--- config.mk ---
export PLATFORM = sky130hd
export DESIGN_NAME = bram_sort_ctrl
export DESIGN_NICKNAME = d
export VERILOG_FILES = /design/src/rtl/bram_sort_pkg.sv /design/src/rtl/bram_sort_cmp_swap.sv /design/src/rtl/bram_sort_ctrl.sv
export SDC_FILE = /design/constraint.sdc
export NUM_CORES = 1
export LEC_CHECK = 0
export ABC_AREA = 1
export BUFFER_PORTS_ARGS = -buffer_cell sky130_fd_sc_hd__clkbuf_2
export CORE_MARGIN = 4
export CORE_UTILIZATION = 48
export CTS_BUF_LIST = sky130_fd_sc_hd__clkbuf_4 sky130_fd_sc_hd__clkbuf_8
export CTS_CLUSTER_SIZE = 14
export DETAILED_ROUTE_END_ITERATION = 12
export GPL_TIMING_DRIVEN = 0
export PLACE_DENSITY = 0.79
export SLEW_MARGIN = 20
export SYNTH_ARGS = -nofsm -noshare
export SYNTH_HDL_FRONTEND = slang
export SYNTH_HIERARCHICAL = 1
export SYNTH_SLANG_ARGS = --single-unit
--- constraint.sdc ---
create_clock -name clk -period 3.1 [get_ports clk]
set_input_delay 0.62 -clock clk [delete_from_list [all_inputs] [get_ports clk]]
set_output_delay 0.62 -clock clk [all_outputs]
set_load 0.02 [all_outputs]
--- src/rtl/bram_sort_pkg.sv ---
// ---------------------------------------------------------------------------
// bram_sort_pkg
// Shared definitions for the in-place RAM bubble sorter.
//   state_e  : sequencer states
//   RD_LAT   : read latency of the attached RAM, in cycles
//   CMP_CYC  : cycles spent on one compare that does not swap
// ---------------------------------------------------------------------------
package bram_sort_pkg;

   typedef enum logic [2:0] {
      IDLE,
      RD_A,
      RD_B,
      CMP,
      WR_A,
      WR_B,
      ADV,
      FIN
   } state_e;

   localparam int RD_LAT  = 1;
   localparam int CMP_CYC = 5;

endpackage

--- src/rtl/bram_sort_cmp_swap.sv ---
// ---------------------------------------------------------------------------
// bram_sort_cmp_swap
// Holds the two words of the pair being compared and flags when they are out
// of order. Comparison is unsigned over the full word.
//   clk, rst : clock and synchronous active-high reset
//   cap_a    : load rd_data into a (first word of the pair)
//   cap_b    : load rd_data into b (second word of the pair)
//   rd_data  : RAM read data
//   a, b     : captured words
//   b_lt_a   : b < a, i.e. the pair must be swapped
// ---------------------------------------------------------------------------
module bram_sort_cmp_swap
   import bram_sort_pkg::*;
#(
   parameter int DATA_WIDTH = 8
) (
   input  logic                  clk,
   input  logic                  rst,
   input  logic                  cap_a,
   input  logic                  cap_b,
   input  logic [DATA_WIDTH-1:0] rd_data,
   output logic [DATA_WIDTH-1:0] a,
   output logic [DATA_WIDTH-1:0] b,
   output logic                  b_lt_a
);

   logic [DATA_WIDTH-1:0] a_q, a_d;
   logic [DATA_WIDTH-1:0] b_q, b_d;

   // Each word is loaded only on its capture strobe and otherwise held, so
   // the pair stays stable through the compare and both write-back cycles.
   always_comb begin
      a_d = a_q;
      b_d = b_q;
      if (cap_a) begin
         a_d = rd_data;
      end
      if (cap_b) begin
         b_d = rd_data;
      end
   end

   // Capture registers.
   always_ff @(posedge clk) begin
      if (rst) begin
         a_q <= '0;
         b_q <= '0;
      end else begin
         a_q <= a_d;
         b_q <= b_d;
      end
   end

   // Strictly-less keeps equal words in place, which makes the sort stable.
   assign a      = a_q;
   assign b      = b_q;
   assign b_lt_a = (b_q < a_q);

endmodule

--- src/rtl/bram_sort_ctrl.sv ---
// ---------------------------------------------------------------------------
// bram_sort_ctrl
// Sorts entries 0..len-1 of an external single-port synchronous RAM in place,
// ascending and unsigned, by bubble sort through the RAM port.
//   clk, rst   : clock and synchronous active-high reset
//   start, len : host request; len is latched when start is accepted in IDLE
//   busy, done : busy while sorting, done pulses for one cycle at the end
//   swaps      : number of swaps made by the last sort, saturating
//   ram_cs/oe/we, ram_addr, ram_din : RAM command, all registered
//   ram_dout   : RAM read data, valid the cycle after a read cycle
// Build option: define SORT_EARLY_EXIT_EN to finish as soon as a whole pass
// completes without a swap. Without it every sort runs len-1 passes; the
// final RAM contents are the same either way.
// ---------------------------------------------------------------------------
module bram_sort_ctrl
   import bram_sort_pkg::*;
#(
   parameter int DATA_WIDTH    = 8,
   parameter int ADDRESS_WIDTH = 8
) (
   input  logic                     clk,
   input  logic                     rst,
   input  logic                     start,
   input  logic [ADDRESS_WIDTH:0]   len,
   output logic                     busy,
   output logic                     done,
   output logic [ADDRESS_WIDTH+7:0] swaps,
   output logic                     ram_cs,
   output logic                     ram_oe,
   output logic                     ram_we,
   output logic [ADDRESS_WIDTH-1:0] ram_addr,
   output logic [DATA_WIDTH-1:0]    ram_din,
   input  logic [DATA_WIDTH-1:0]    ram_dout
);

   localparam int AW = ADDRESS_WIDTH;
   localparam int CW = AW + 1;
   localparam int SW = AW + 8;
   localparam logic [CW-1:0] MAX_LEN = {1'b1, {AW{1'b0}}};

`ifdef SORT_EARLY_EXIT_EN
   localparam bit EARLY_EXIT = 1'b1;
`else
   localparam bit EARLY_EXIT = 1'b0;
`endif

   state_e          state_q, state_d;
   logic [CW-1:0]   i_q, i_d;
   logic [CW-1:0]   lim_q, lim_d;
   logic            pass_swapped_q, pass_swapped_d;
   logic            cmp_second_q, cmp_second_d;
   logic [SW-1:0]   swaps_q, swaps_d;
   logic            busy_q, busy_d;
   logic            done_q, done_d;
   logic            ram_cs_q, ram_cs_d;
   logic            ram_oe_q, ram_oe_d;
   logic            ram_we_q, ram_we_d;
   logic [AW-1:0]   ram_addr_q, ram_addr_d;
   logic [DATA_WIDTH-1:0] ram_din_q, ram_din_d;

   logic [CW-1:0]   len_clamped;
   logic            cap_a, cap_b;
   logic [DATA_WIDTH-1:0] word_a, word_b;
   logic            b_lt_a;

   assign len_clamped = (len > MAX_LEN) ? MAX_LEN : len;

   // a is taken from the read of address i, b from the read of i+1, each one
   // cycle after its read was issued.
   assign cap_a = (state_q == RD_B);
   assign cap_b = (state_q == CMP) && !cmp_second_q;

   bram_sort_cmp_swap #(
      .DATA_WIDTH (DATA_WIDTH)
   ) u_cmp_swap (
      .clk     (clk),
      .rst     (rst),
      .cap_a   (cap_a),
      .cap_b   (cap_b),
      .rd_data (ram_dout),
      .a       (word_a),
      .b       (word_b),
      .b_lt_a  (b_lt_a)
   );

   // Next-state logic. CMP lasts two cycles: the first registers b, the
   // second decides from the registered pair, keeping RAM read data out of
   // the compare path. The RAM command is derived from the state being
   // entered so it is registered and lines up with that state's cycle.
   always_comb begin
      state_d        = state_q;
      i_d            = i_q;
      lim_d          = lim_q;
      pass_swapped_d = pass_swapped_q;
      cmp_second_d   = 1'b0;
      swaps_d        = swaps_q;

      case (state_q)
         IDLE: begin
            if (start) begin
               lim_d          = len_clamped;
               i_d            = '0;
               swaps_d        = '0;
               pass_swapped_d = 1'b0;
               state_d        = (len_clamped < CW'(2)) ? FIN : RD_A;
            end
         end
         RD_A: state_d = RD_B;
         RD_B: state_d = CMP;
         CMP: begin
            if (!cmp_second_q) begin
               cmp_second_d = 1'b1;
            end else begin
               state_d = b_lt_a ? WR_A : ADV;
            end
         end
         WR_A: state_d = WR_B;
         WR_B: begin
            swaps_d        = (&swaps_q) ? swaps_q : swaps_q + SW'(1);
            pass_swapped_d = 1'b1;
            state_d        = ADV;
         end
         ADV: begin
            if (({1'b0, i_q} + (CW+1)'(2)) < {1'b0, lim_q}) begin
               i_d     = i_q + CW'(1);
               state_d = RD_A;
            end else begin
               lim_d = lim_q - CW'(1);
               i_d   = '0;
               if ((EARLY_EXIT && !pass_swapped_q) || (lim_q <= CW'(2))) begin
                  state_d = FIN;
               end else begin
                  pass_swapped_d = 1'b0;
                  state_d        = RD_A;
               end
            end
         end
         FIN: state_d = IDLE;
         default: state_d = IDLE;
      endcase

      busy_d     = (state_d != IDLE) && (state_d != FIN);
      done_d     = (state_d == FIN);
      ram_cs_d   = 1'b0;
      ram_oe_d   = 1'b0;
      ram_we_d   = 1'b0;
      ram_addr_d = '0;
      ram_din_d  = '0;

      case (state_d)
         RD_A: begin
            ram_cs_d   = 1'b1;
            ram_oe_d   = 1'b1;
            ram_addr_d = i_d[AW-1:0];
         end
         RD_B: begin
            ram_cs_d   = 1'b1;
            ram_oe_d   = 1'b1;
            ram_addr_d = i_d[AW-1:0] + AW'(1);
         end
         WR_A: begin
            ram_cs_d   = 1'b1;
            ram_we_d   = 1'b1;
            ram_addr_d = i_d[AW-1:0];
            ram_din_d  = word_b;
         end
         WR_B: begin
            ram_cs_d   = 1'b1;
            ram_we_d   = 1'b1;
            ram_addr_d = i_d[AW-1:0] + AW'(1);
            ram_din_d  = word_a;
         end
         default: begin
         end
      endcase
   end

   // State and registered outputs. Reset drops the RAM command immediately,
   // abandoning any sort in progress without a done pulse.
   always_ff @(posedge clk) begin
      if (rst) begin
         state_q        <= IDLE;
         i_q            <= '0;
         lim_q          <= '0;
         pass_swapped_q <= 1'b0;
         cmp_second_q   <= 1'b0;
         swaps_q        <= '0;
         busy_q         <= 1'b0;
         done_q         <= 1'b0;
         ram_cs_q       <= 1'b0;
         ram_oe_q       <= 1'b0;
         ram_we_q       <= 1'b0;
         ram_addr_q     <= '0;
         ram_din_q      <= '0;
      end else begin
         state_q        <= state_d;
         i_q            <= i_d;
         lim_q          <= lim_d;
         pass_swapped_q <= pass_swapped_d;
         cmp_second_q   <= cmp_second_d;
         swaps_q        <= swaps_d;
         busy_q         <= busy_d;
         done_q         <= done_d;
         ram_cs_q       <= ram_cs_d;
         ram_oe_q       <= ram_oe_d;
         ram_we_q       <= ram_we_d;
         ram_addr_q     <= ram_addr_d;
         ram_din_q      <= ram_din_d;
      end
   end

   assign busy     = busy_q;
   assign done     = done_q;
   assign swaps    = swaps_q;
   assign ram_cs   = ram_cs_q;
   assign ram_oe   = ram_oe_q;
   assign ram_we   = ram_we_q;
   assign ram_addr = ram_addr_q;
   assign ram_din  = ram_din_q;

endmodule

# == Word-level counts from Yosys, hierarchy flattened ==
# Cells that the tools add are included.
# totals
reg_bits,75
latchBits,0
mem_bits_rw,0
romBits,0
out_inout_bits,37
word_cells,82
mem_count,0
# classes
addsub,5
n_mul,0
div,0
n_lt_le_gt_ge,5
eq_ne,16
n_shift,0
n_mux,23
bitwise,1
reduce_logical,17
# op_table
cell,n
9-bit two-way mux,5
9-bit case mux with 2 select lines,2
16-bit two-way mux,2
16-bit case mux with 2 select lines,1
8-bit case mux with 2 select lines,2
3-bit case mux with 8 select lines,1
3-bit equality test (second input constant),7
16-bit by 1-bit adder with 16-bit output (second input constant),1
16-bit AND reduction,1
3-bit two-way mux,5
9-bit by 2-bit adder with 10-bit output (second input constant),1
10-bit by 9-bit < comparator with 1-bit output,1
2-bit OR reduction,5
9-bit by 1-bit adder with 9-bit output (second input constant),1
3-bit by 2-bit equality test with 1-bit output (second input constant),3
9-bit greater-than comparator (second input constant),1
9-bit by 2-bit less-or-equal comparator with 1-bit output (second input constant),1
9-bit by 2-bit < comparator with 1-bit output (second input constant),1
9-bit by 1-bit subtractor with 9-bit output (second input constant),1
8-bit by 1-bit adder with 8-bit output (second input constant),1
8-bit < comparator,1
3-bit by 1-bit equality test with 1-bit output (second input constant),2
2-bit != test (second input constant),3
3-bit AND reduction,2
other kinds (11),16

# == Logic depth before layout (Yosys ltp) ==
# Gate-level depths: netlist of the first run.
# depth
word_depth,9
ltp_mapped,21
depth_no_buf,20

# == Modules after synthesis ==
# The synthesis of the first run kept the hierarchy.
# modules_own_cells
module,n_inst,cells_per_inst,area_per_inst_um2,seq_area_each_um2
bram_sort_ctrl,1,522,3604.7,1181.1
bram_sort_cmp_swap,1,93,783.3,320.3

# == Worst setup path before layout of the first run ==
# OpenSTA, ideal clock, no wires.
# synth_timing
path_type,register to register
start,register i_q[4]
end,register ram_addr_q[6] (netlist: ram_addr[6])
t_arrival_ns,2.320
t_required_ns,2.986
path_slack_ns,0.666
path_stages_with_launch,17
path_buffers,0
path_cell_list,dfxtp_1 -> inv_1 -> nor3_1 -> nand2_1 -> xor2_1 -> ha_1 -> nand2_1 -> nand2_1 -> nor2_8 -> nand3_1 -> nand2_1 -> ha_1 -> nand2_1 -> nor2_1 -> nand3_1 -> nand3_1 -> nand2_1
# synth_via
elab_cells_between_ends,16
classes_between,add/sub: 3; order compare: 1; eq/ne: 4; mux: 6; reduce/logical: 2
# synth_rtl
element,line_no,rtl
"start, declared",bram_sort_ctrl.sv:48,"logic [CW-1:0] i_q, i_d;"
"start signal, assigned",bram_sort_ctrl.sv:197,i_q <= i_d;
9-bit by 2-bit adder with 10-bit output,bram_sort_ctrl.sv:124,"if (({1'b0, i_q} + (CW+1)'(2)) < {1'b0, lim_q}) begin"
10-bit by 9-bit < comparator with 1-bit output,bram_sort_ctrl.sv:124,
9-bit two-way mux,bram_sort_ctrl.sv:124,
9-bit case mux with 2 select lines,bram_sort_ctrl.sv:98,case (state_q)
named net i_d[1],bram_sort_ctrl.sv:48,
8-bit by 1-bit adder with 8-bit output,"bram_sort_ctrl.sv:159, bram_sort_ctrl.sv:170",
8-bit case mux with 2 select lines,bram_sort_ctrl.sv:150,case (state_d)
"end signal, assigned",bram_sort_ctrl.sv:207,ram_addr_q <= ram_addr_d;
"end, declared",bram_sort_ctrl.sv:58,"logic [AW-1:0] ram_addr_q, ram_addr_d;"
# The timed path passes the listed nets, and every way through them passes these cells. The select of a mux whose other input is x is not followed.
# A chain may end at the register's enable or synchronous reset.

# == Worst setup path in the final report of the first run ==
# Same ends and word-level chain as after synthesis.

==> results of run 1 <==
-- area by class of cell --
class / instances / share of cell area, %
Clock buffer: 10 / 2.62
Tap cell: 108 / 2.70
Sequential cell: 75 / 30.0
Multi-Input combinational cell: 444 / 49.4
Clock inverter: 5 / 1.57
Timing Repair Buffer: 55 / 5.49
Inverter: 83 / 6.27
Buffer: 13 / 1.95
-- critical path, cell delays in order, from the launching register on --
cell,delay [ns]
dfxtp_1,0.44
inv_1,0.08
nor3_1,0.26
nand2_1,0.10
xor2_1,0.15
ha_1,0.30
nand2_1,0.09
nand2_1,0.13
nor2_8,0.20
nand3_1,0.12
nand2_1,0.11
ha_1,0.19
nand2_1,0.08
nor2_1,0.19
nand2_1,0.08
nand2_1,0.07
nand3_1,0.08
nand2_1,0.09
-- power by group through the flow --
stage / Sequential (mW) / Combinational (mW) / Clock (mW)
4_1_cts: 1.15 / 1.02 / 0.833
3_3_place_gp: 1.17 / 0.983 / 0
5_1_grt: 1.17 / 1.14 / 0.878
2_1_floorplan: 1.20 / 0.733 / 0
3_5_place_dp: 1.17 / 1.01 / 0
6_report: 1.15 / 1.02 / 0.817
-- placed cells by master (no fill, tap or decap), types with 5 or more instances in the layout --
cell type	instances
a211oi_2	8
a21oi_1	47
a31oi_1	6
buf_6	5
clkbuf_1	5
clkbuf_2	55
clkbuf_8	9
dfxtp_1	73
ha_1	22
inv_1	72
inv_2	10
nand2_1	159
nand2_2	5
nand3_1	33
nand4_1	7
nor2_1	59
nor3_1	16
o21ai_0	25
or2_2	5
xor2_1	16
-- worst max-delay path by stage --
| stage | end | slack (ns) | cells after the start |
|---|---|---|---|
| after CTS | ram_addr[6] | 0.27 | 19 |
| final | ram_addr[6] | 0.29 | 17 |
| after global placement | ram_addr[6] | 0.39 | 18 |
| after floorplan | ram_addr[6] | 0.67 | 16 |
| after global routing | ram_addr[6] | 0.009 | 17 |
| after detailed placement | ram_addr[6] | 0.29 | 19 |
-- state kept, by name, summed over array words and instances (netlist names), 3 cells and up --
name / cells
u_cmp_swap/a: 8
lim_q: 9
i_q: 9
state_q: 3
swaps: 16
ram_din: 8
ram_addr: 8
u_cmp_swap/b: 8
-- routing by layer --
metal  part of all wire, %  global-route usage [%]  wire length (µm)  up-vias
li1                      -                       -                 -     2126
met4                   1.6                    8.36               166        0
met2                    51                    35.6              5290       95
met1                    43                    22.5              4430     1921
met3                   4.2                    3.48               431       16
met5                     0                       0                 0        -
-- logic make-up after synthesis --
| group | Yosys count |
|---|---|
| AOI/OAI and AO/OA | 94 |
| xor gates and xnor gates | 18 |
| adders and majority gates | 22 |
| buffers and inverters | 96 |
| DFF | 75 |
| and+or+nand+nor | 310 |
-- through the flow --
| step | util [%] | cells | setup slack [ns] |
|---|---|---|---|
| after global routing | 56.9 | 793 | 0.00857 |
| after floorplan | - | 615 | 0.666 |
| after CTS | 56.9 | 793 | 0.265 |
| after detailed placement | 54.5 | 778 | 0.290 |
| after global placement | 54.5 | 778 | 0.387 |
| final | 56.9 | 793 | 0.286 |
==> out/metrics.sh, run 1 <==
OUTCOME='finished clean'
MULTI_INPUT_COMB_AREA_UM2=2470
WHS_ENDPOINT='ram_din[0]'
SYNTH-SIMPLE-AREA-SHARE_PCT=33.6
GRT_START_MAX_NET_PINS=13
COMB_POWER_SHARE_PCT=34.2
POST_SYNTH_MOST_FREQUENT_CELLS='nand2_1, dfxtp_1, inv_1, nor2_1, a21oi_1'
COMBINATIONAL_FAMILY_WITH_THE_MOST_AREA_AFTER_SYNTHESIS='simple AND/OR/NAND/NOR gates'
CTS.REPORTEDPATHS.CLKPINSLEW_NS=0.08
TNS_NS=0
POST_SYNTH_XOR_AREA_FRACTION_PCT=3.59
REG2REG_SLACK_NS=0.29
SLEW-LIMIT-HEADROOM_PCT=56.2
DETAILROUTE.VIA_COUNT=4158
POSTCTSSETUPBUFFERS=0
POST-ROUTE-MIN-PERIOD_NS=2.81
ROUTER_ITERATIONS_BEFORE_ANTENNA_REPAIR=5
CTS_REPAIR_RESIZE_COUNT=0
CTS_INSERTED_BUFFERS=9
FINAL_NET_COUNT=723
ROUTED_VIA_DENSITY=5.24
HOLD-WORST-SLACK_NS=0.458
POWER.SEQUENTIAL.FRACTION_PCT=38.5
MAX_FREQ_MHz=355
LEAKAGE_POWER_TOTAL_nW=2.32
CRITICAL_PATH_PEAK_FANOUT=8
MIN-DELAY-PATH-CLASS='flip-flop to flip-flop'
REQUIRED_NS=3.40
DRC_MARKERS=0
FINAL_MAX_SLEW_VIOL_COUNT=0
PLACEMENT_ROWS=34
TOTAL_CORE_AREA_UM2=8810
PLACE_CONGESTION=0.870
FILL_CELLS=797
DIEAREA_UM2=10700
WORSTSETUPSTARTPOINT='i_q[4]'
POWER.DENSITY_CELL_AREA_nW_PER_UM2=597
POST_SYNTH_FA_HA_MAJ_AREA_FRACTION_PCT=6.27
LAYOUT-AREA-OVERHEAD-VS-SYNTH_PCT=14.2
TIMING.SETUP.CRITICAL_PATH_CLASS='flip-flop to flip-flop'
CELL_INTERNAL_PWR_mW=1.86
GRT_SETUP_UNREPAIRED='no'
ANTENNA_VIOLATIONS_BEFORE_REPAIR=0
WORSTREG2REGSTART='i_q[4]'
DIEHEIGHT_UM=104
ROOT_BUFFER='clkbuf_8'
HTREEDEPTH=3
GRT_FIRST_PASS_WIRELENGTH_UM=17500
MUXSHAREOFSYNTHAREA_PCT=0
GLOBALROUTEOVERFLOWTOTAL=0
REG2REG_TO='ram_addr[6]'
WORSTMARGINPINSLEW_NS=0.656
TRITONCTS='done'
WORST_CLOCK_SKEW_NS=0.00674
POWER_SWITCHING_mW=1.13
SYNTH.NET_COUNT=657
INSERTION_DELAY_NS=0.36
SYNTH.LIB_CELLS_USED.DISTINCT=40
FINAL_HOLD_VIOL_COUNT=0
RR_WORST_DEPTH=17
SYNTH.TOP_CELLS.BY_AREA='dfxtp_1, nand2_1, ha_1, inv_1, a21oi_1'
MOST_COMMON_CELL_IN_THE_SYNTHESIZED_NETLIST='nand2_1'
MOST_COMMON_FLOP_CELL_MAPPED_BY_YOSYS='dfxtp_1'
HOLD_BUFFERS=0
YOSYSSEQAREASHARE_PCT=34.2
POST_SYNTHESIS_COMPOUND_GATE_AREA_FRACTION_PCT=12.9
SYNTH_CELLS=615
WORST_HOLD_PATH.NUM_CELLS=2
IOS=57
SHARE_CLK_OF_TOTAL_POWER_PCT=27.3
NUMBER_OF_ENABLE_TYPE_REGISTER_CELLS_IN_THE_SYNTHESIZED_NETLIST=0
INITIALDRTVIOLATIONCOUNT=158
IO_BUFFER_COUNT=55
AVGSYNTHCELLAREA_UM2=7.13
SYNTHDOMINANTCELLAREASHARE_PCT=34.2
PLACEMENT.CELL_AREA_UM2=4800
SYNTH_ASYNC_SR_FLOP_SHARE_PCT=0
START_UTIL_PCT=49.8
POWER.IR.VDD_WORST_mV=0.339
YOSYSTOPAREACELL='dfxtp_1'
MIN_FROM='u_cmp_swap/b[0]'
START_KIND='flip-flop'
FIRST_GLOBAL_VIAS=3996
FINAL-SEQ-AREA_UM2=1500
GLOBAL_ROUTER_S_OVERALL_RESOURCE_USAGE_PCT=19.6
DRIVE_ABOVE_1_SHARE_PCT=19.3
DESIGN_POWER_TOTAL_mW=2.99
POST-ROUTE-PERIOD-UTIL_PCT=90.8
SYNTH-WARNING-COUNT=6
DETAILED_PLACE_HPWL_UM=7960
SYNTH_SEQ_CELLS=75
LAYOUT.CELL_AREA.NON_FILLER_UM2=5010
SETUP_VIOL_COUNT_FINAL=0
CP.ARRIVAL_NS=3.12
FLOORPLAN.DIE.WIDTH_UM=104
WL_UM=10300
SWITCHING_SHARE_PCT=37.8
CRITPATHCAPTURETYPE='flip-flop'
DRT.ANTENNA.VIOLATING_NETS=0
MAX_CAP_VIOLATIONS=0
SYN_AREA_UM2=4390
CLK_PATH_BUF_DEPTH=2
SINK_COUNT=75
WL_PER_CELL_UM=13.0
DIODES=0
Note: power is estimated with default switching activity, not from simulation.
==> run 2: changes to the inputs <==
--- a/config.mk
+++ b/config.mk
@@ -5,7 +5,6 @@
 export SDC_FILE = /design/constraint.sdc
 export NUM_CORES = 1
 export LEC_CHECK = 0
-export ABC_AREA = 1
 export BUFFER_PORTS_ARGS = -buffer_cell sky130_fd_sc_hd__clkbuf_2
 export CORE_MARGIN = 4
 export CORE_UTILIZATION = 48
@@ -13,7 +12,7 @@
 export CTS_CLUSTER_SIZE = 14
 export DETAILED_ROUTE_END_ITERATION = 12
 export GPL_TIMING_DRIVEN = 0
-export PLACE_DENSITY = 0.79
+export PLACE_DENSITY = 0.8
 export SLEW_MARGIN = 20
 export SYNTH_ARGS = -nofsm -noshare
 export SYNTH_HDL_FRONTEND = slang
==> run 2 against run 1 <==
  * The run now ends with negative setup slack left
  * Utilization is 9.3 points higher
  * Non-clock buffer count is 37 higher
  * Final cell count is 14% lower
==> out/metrics.sh, run 2 <==
ROUTER_ITERATIONS_BEFORE_ANTENNA_REPAIR=5
START_UTIL_PCT=50.6
SYNTH_CELLS=473
CTS_INSERTED_BUFFERS=9
HOLD-WORST-SLACK_NS=0.464
YOSYSTOPAREACELL='dfxtp_1'
VIOLATIONS_IN_THE_FINAL_REPORTS='negative setup slack'
TIMING.SETUP.CRITICAL_PATH_CLASS='flip-flop to flip-flop'
DPL_WORST_SLACK_NS=-0.496
DRIVE_ABOVE_1_SHARE_PCT=29.3
DIODES=0
NUMBER_OF_ENABLE_TYPE_REGISTER_CELLS_IN_THE_SYNTHESIZED_NETLIST=0
POWER.SEQUENTIAL.FRACTION_PCT=37.3
PLACEMENT_ROWS=32
CP.ARRIVAL_NS=3.63
POWER_SWITCHING_mW=1.07
POWER.DENSITY_CELL_AREA_nW_PER_UM2=562
REG2REG_SLACK_NS=-0.28
DETAILED_PLACE_HPWL_UM=7210
IO_BUFFER_COUNT=56
COMB_POWER_SHARE_PCT=33.5
YOSYSSEQAREASHARE_PCT=37.7
DIEHEIGHT_UM=99.1
IOS=57
MAX_CAP_VIOLATIONS=0
CTS.REPORTEDPATHS.CLKPINSLEW_NS=0.09
HOLD_BUFFERS=0
LARGEST_REGISTER_FFS=16
REQUIRED_NS=3.36
MAX_FREQ_MHz=296
CLK_PATH_BUF_DEPTH=2
FIN_UTIL_PCT=66.2
WORSTMARGINPINSLEW_NS=1.04
WL_UM=11400
SYNTH.LIB_CELLS_USED.DISTINCT=62
SLEW-LIMIT-HEADROOM_PCT=30.2
INSTANCES_NO_FILL=679
HTREEDEPTH=3
SYNTH-WARNING-COUNT=6
GRT_FIRST_PASS_WIRELENGTH_UM=17600
FILL_CELLS=592
POST_SYNTH_XOR_AREA_FRACTION_PCT=5.05
LAYOUT-AREA-OVERHEAD-VS-SYNTH_PCT=31.0
SYN_AREA_UM2=3990
START_KIND='flip-flop'
SWITCHING_SHARE_PCT=36.5
DETAILROUTE.VIA_COUNT=3977
COMMONEST_NON_FILL_NON_TAP_CELL_IN_THE_LAYOUT='dfxtp_1'
WL_PER_CELL_UM=16.8
SYNTH.NET_COUNT=515
LEAKAGE_POWER_TOTAL_nW=2.08
TOTAL_CORE_AREA_UM2=7890
SYNTHDOMINANTCELLAREASHARE_PCT=37.7
GLOBAL_ROUTER_S_OVERALL_RESOURCE_USAGE_PCT=21.6
OUTCOME='finished, violations left'
POST-PLACE-CELLS=631
CRITPATHCAPTURETYPE='flip-flop'
SYNTH_SEQ_CELLS=75
PLACE_CONGESTION=0.888
FIRST_GLOBAL_VIAS=3662
MIN-DELAY-PATH-CLASS='flip-flop to flip-flop'
GRT_START_MAX_NET_PINS=15
POST-ROUTE-WORST-SETUP-SLACK_NS=-0.275
TRITONCTS='done'
WORST_HOLD_PATH.NUM_CELLS=2
WORST_CLOCK_SKEW_NS=0.0103
DIEAREA_UM2=9830
RR_WORST_DEPTH=18
INITIALDRTVIOLATIONCOUNT=257
COMBINATIONAL_FAMILY_WITH_THE_MOST_AREA_AFTER_SYNTHESIS='simple AND/OR/NAND/NOR gates'
INSERTION_DELAY_NS=0.37
SHARE_CLK_OF_TOTAL_POWER_PCT=29.2
SYNTH_ASYNC_SR_FLOP_SHARE_PCT=0
ROOT_BUFFER='clkbuf_8'
AVGSYNTHCELLAREA_UM2=8.43
FINAL_HOLD_VIOL_COUNT=0
POWER.IR.VDD_WORST_mV=0.390
SETUP_VIOL_COUNT_FINAL=4
TNS_NS=-0.821
POST_SYNTHESIS_COMPOUND_GATE_AREA_FRACTION_PCT=18.4
GLOBALROUTEOVERFLOWTOTAL=0
POST_SYNTH_FA_HA_MAJ_AREA_FRACTION_PCT=6.90
LAYOUT_COMMON_CELLS='dfxtp_1, nor2_1, clkbuf_2'
SYNTH.TOP_CELLS.BY_AREA='dfxtp_1, ha_1, nor2_1, mux2i_1, o21ai_0'
CELL_INTERNAL_PWR_mW=1.86
FINAL_NET_COUNT=614
SINK_COUNT=75
FINAL_MAX_SLEW_VIOL_COUNT=0
SYNTH-SIMPLE-AREA-SHARE_PCT=23.8
MOST_COMMON_FLOP_CELL_MAPPED_BY_YOSYS='dfxtp_1'
DRC_MARKERS=0
ANTENNA_VIOLATIONS_BEFORE_REPAIR=0
GRT_SETUP_UNREPAIRED='yes'
DRT.ANTENNA.VIOLATING_NETS=0
POST-ROUTE-PERIOD-UTIL_PCT=109
MUXSHAREOFSYNTHAREA_PCT=4.02
MOST_COMMON_CELL_IN_THE_SYNTHESIZED_NETLIST='dfxtp_1'
ROUTED_VIA_DENSITY=5.86
CRITICAL_PATH_PEAK_FANOUT=4
FLOORPLAN.DIE.WIDTH_UM=99.1
POST_SYNTH_MOST_FREQUENT_CELLS='dfxtp_1, nor2_1, nand2_1, o21ai_0, nand3_1'
POST-ROUTE-MIN-PERIOD_NS=3.38
-- run 2: cell count changes after synthesis, sizes merged, moves of 7 or more --
cell	previous run	this run
mux2i	0	16
a21oi	47	25
nor2b	0	10
xnor2	2	14
a22o	0	8
nand2	168	36
a211oi	11	2
inv	83	23
xor2	16	9
nand3	38	26
-- run 2: final cells by class --
cell class                      count  area (µm²)  share of cell area [%]
Tap cell                          102         128                    2.44
Clock inverter                      7         100                    1.92
Sequential cell                    75        1530                    29.2
Clock buffer                        9         124                    2.37
Buffer                             15        83.8                    1.60
Timing Repair Buffer               90         574                    11.0
Inverter                           23        86.3                    1.65
Multi-Input combinational cell    358        2600                    49.8
-- run 2: layer usage --
metal | GRT usage (%) | share of wire (%)
met5 | 0 | 0
met4 | 7.14 | 2.7
met3 | 3.93 | 6.6
met2 | 36.0 | 49
met1 | 28.4 | 42
-- run 2: stage by stage --
stage | cell area [µm²] | power, mW
5_1_grt | 5230 | 3.08
6_report | 5230 | 2.94
3_5_place_dp | 4450 | 1.89
4_1_cts | 4930 | 2.77
3_3_place_gp | 4450 | 1.86
2_1_floorplan | 4050 | 1.69
-- run 2: final timing paths --
kind	from	to
hold / removal	lim_q[7]	lim_q[7]
setup / recovery	i_q[3]	ram_addr[6]
hold reg to reg	lim_q[7]	lim_q[7]
setup reg to reg	i_q[3]	ram_addr[6]
-- run 2: worst max-delay path, stage by stage (launching register included) --
cell and delay, ns:
dfxtp_4 0.40, nand3_4 0.10, nor2_4 0.15, nand3_2 0.10, xnor2_2 0.21, ha_4 0.25
a21oi_2 0.14, nand2_2 0.09, buf_4 0.15, nor3_4 0.13, o21ai_2 0.12, nor2_1 0.14
a21oi_2 0.06, inv_1 0.10, ha_2 0.17, inv_2 0.04, a211o_1 0.30, or4_1 0.42
a31o_1 0.20
-- run 2: cell families after synthesis --
kind of cell | after synthesis
compound gates | 105
xor+xnor | 23
fa+ha+maj | 22
buf+inv | 40
flops | 75
mux | 16
simple gates | 192
-- run 2: power by group through the flow --
| stage | clock network (mW) | registers [mW] | logic [mW] |
|---|---|---|---|
| finish | 0.857 | 1.10 | 0.985 |
| global route | 0.914 | 1.10 | 1.06 |
| CTS | 0.865 | 1.10 | 0.813 |
| detailed placement | 0 | 1.12 | 0.767 |
| global placement | 0 | 1.12 | 0.745 |
| floorplan | 0 | 1.14 | 0.551 |
-- run 2: repair_timing --
action / CTS / global route
pin swaps: 14 / 32
setup buffers: 16 / 18
gates cloned: 0 / 0
hold endpoints to repair: 0 / 0
gates resized for setup: 32 / 38
setup endpoints to repair: 19 / 23
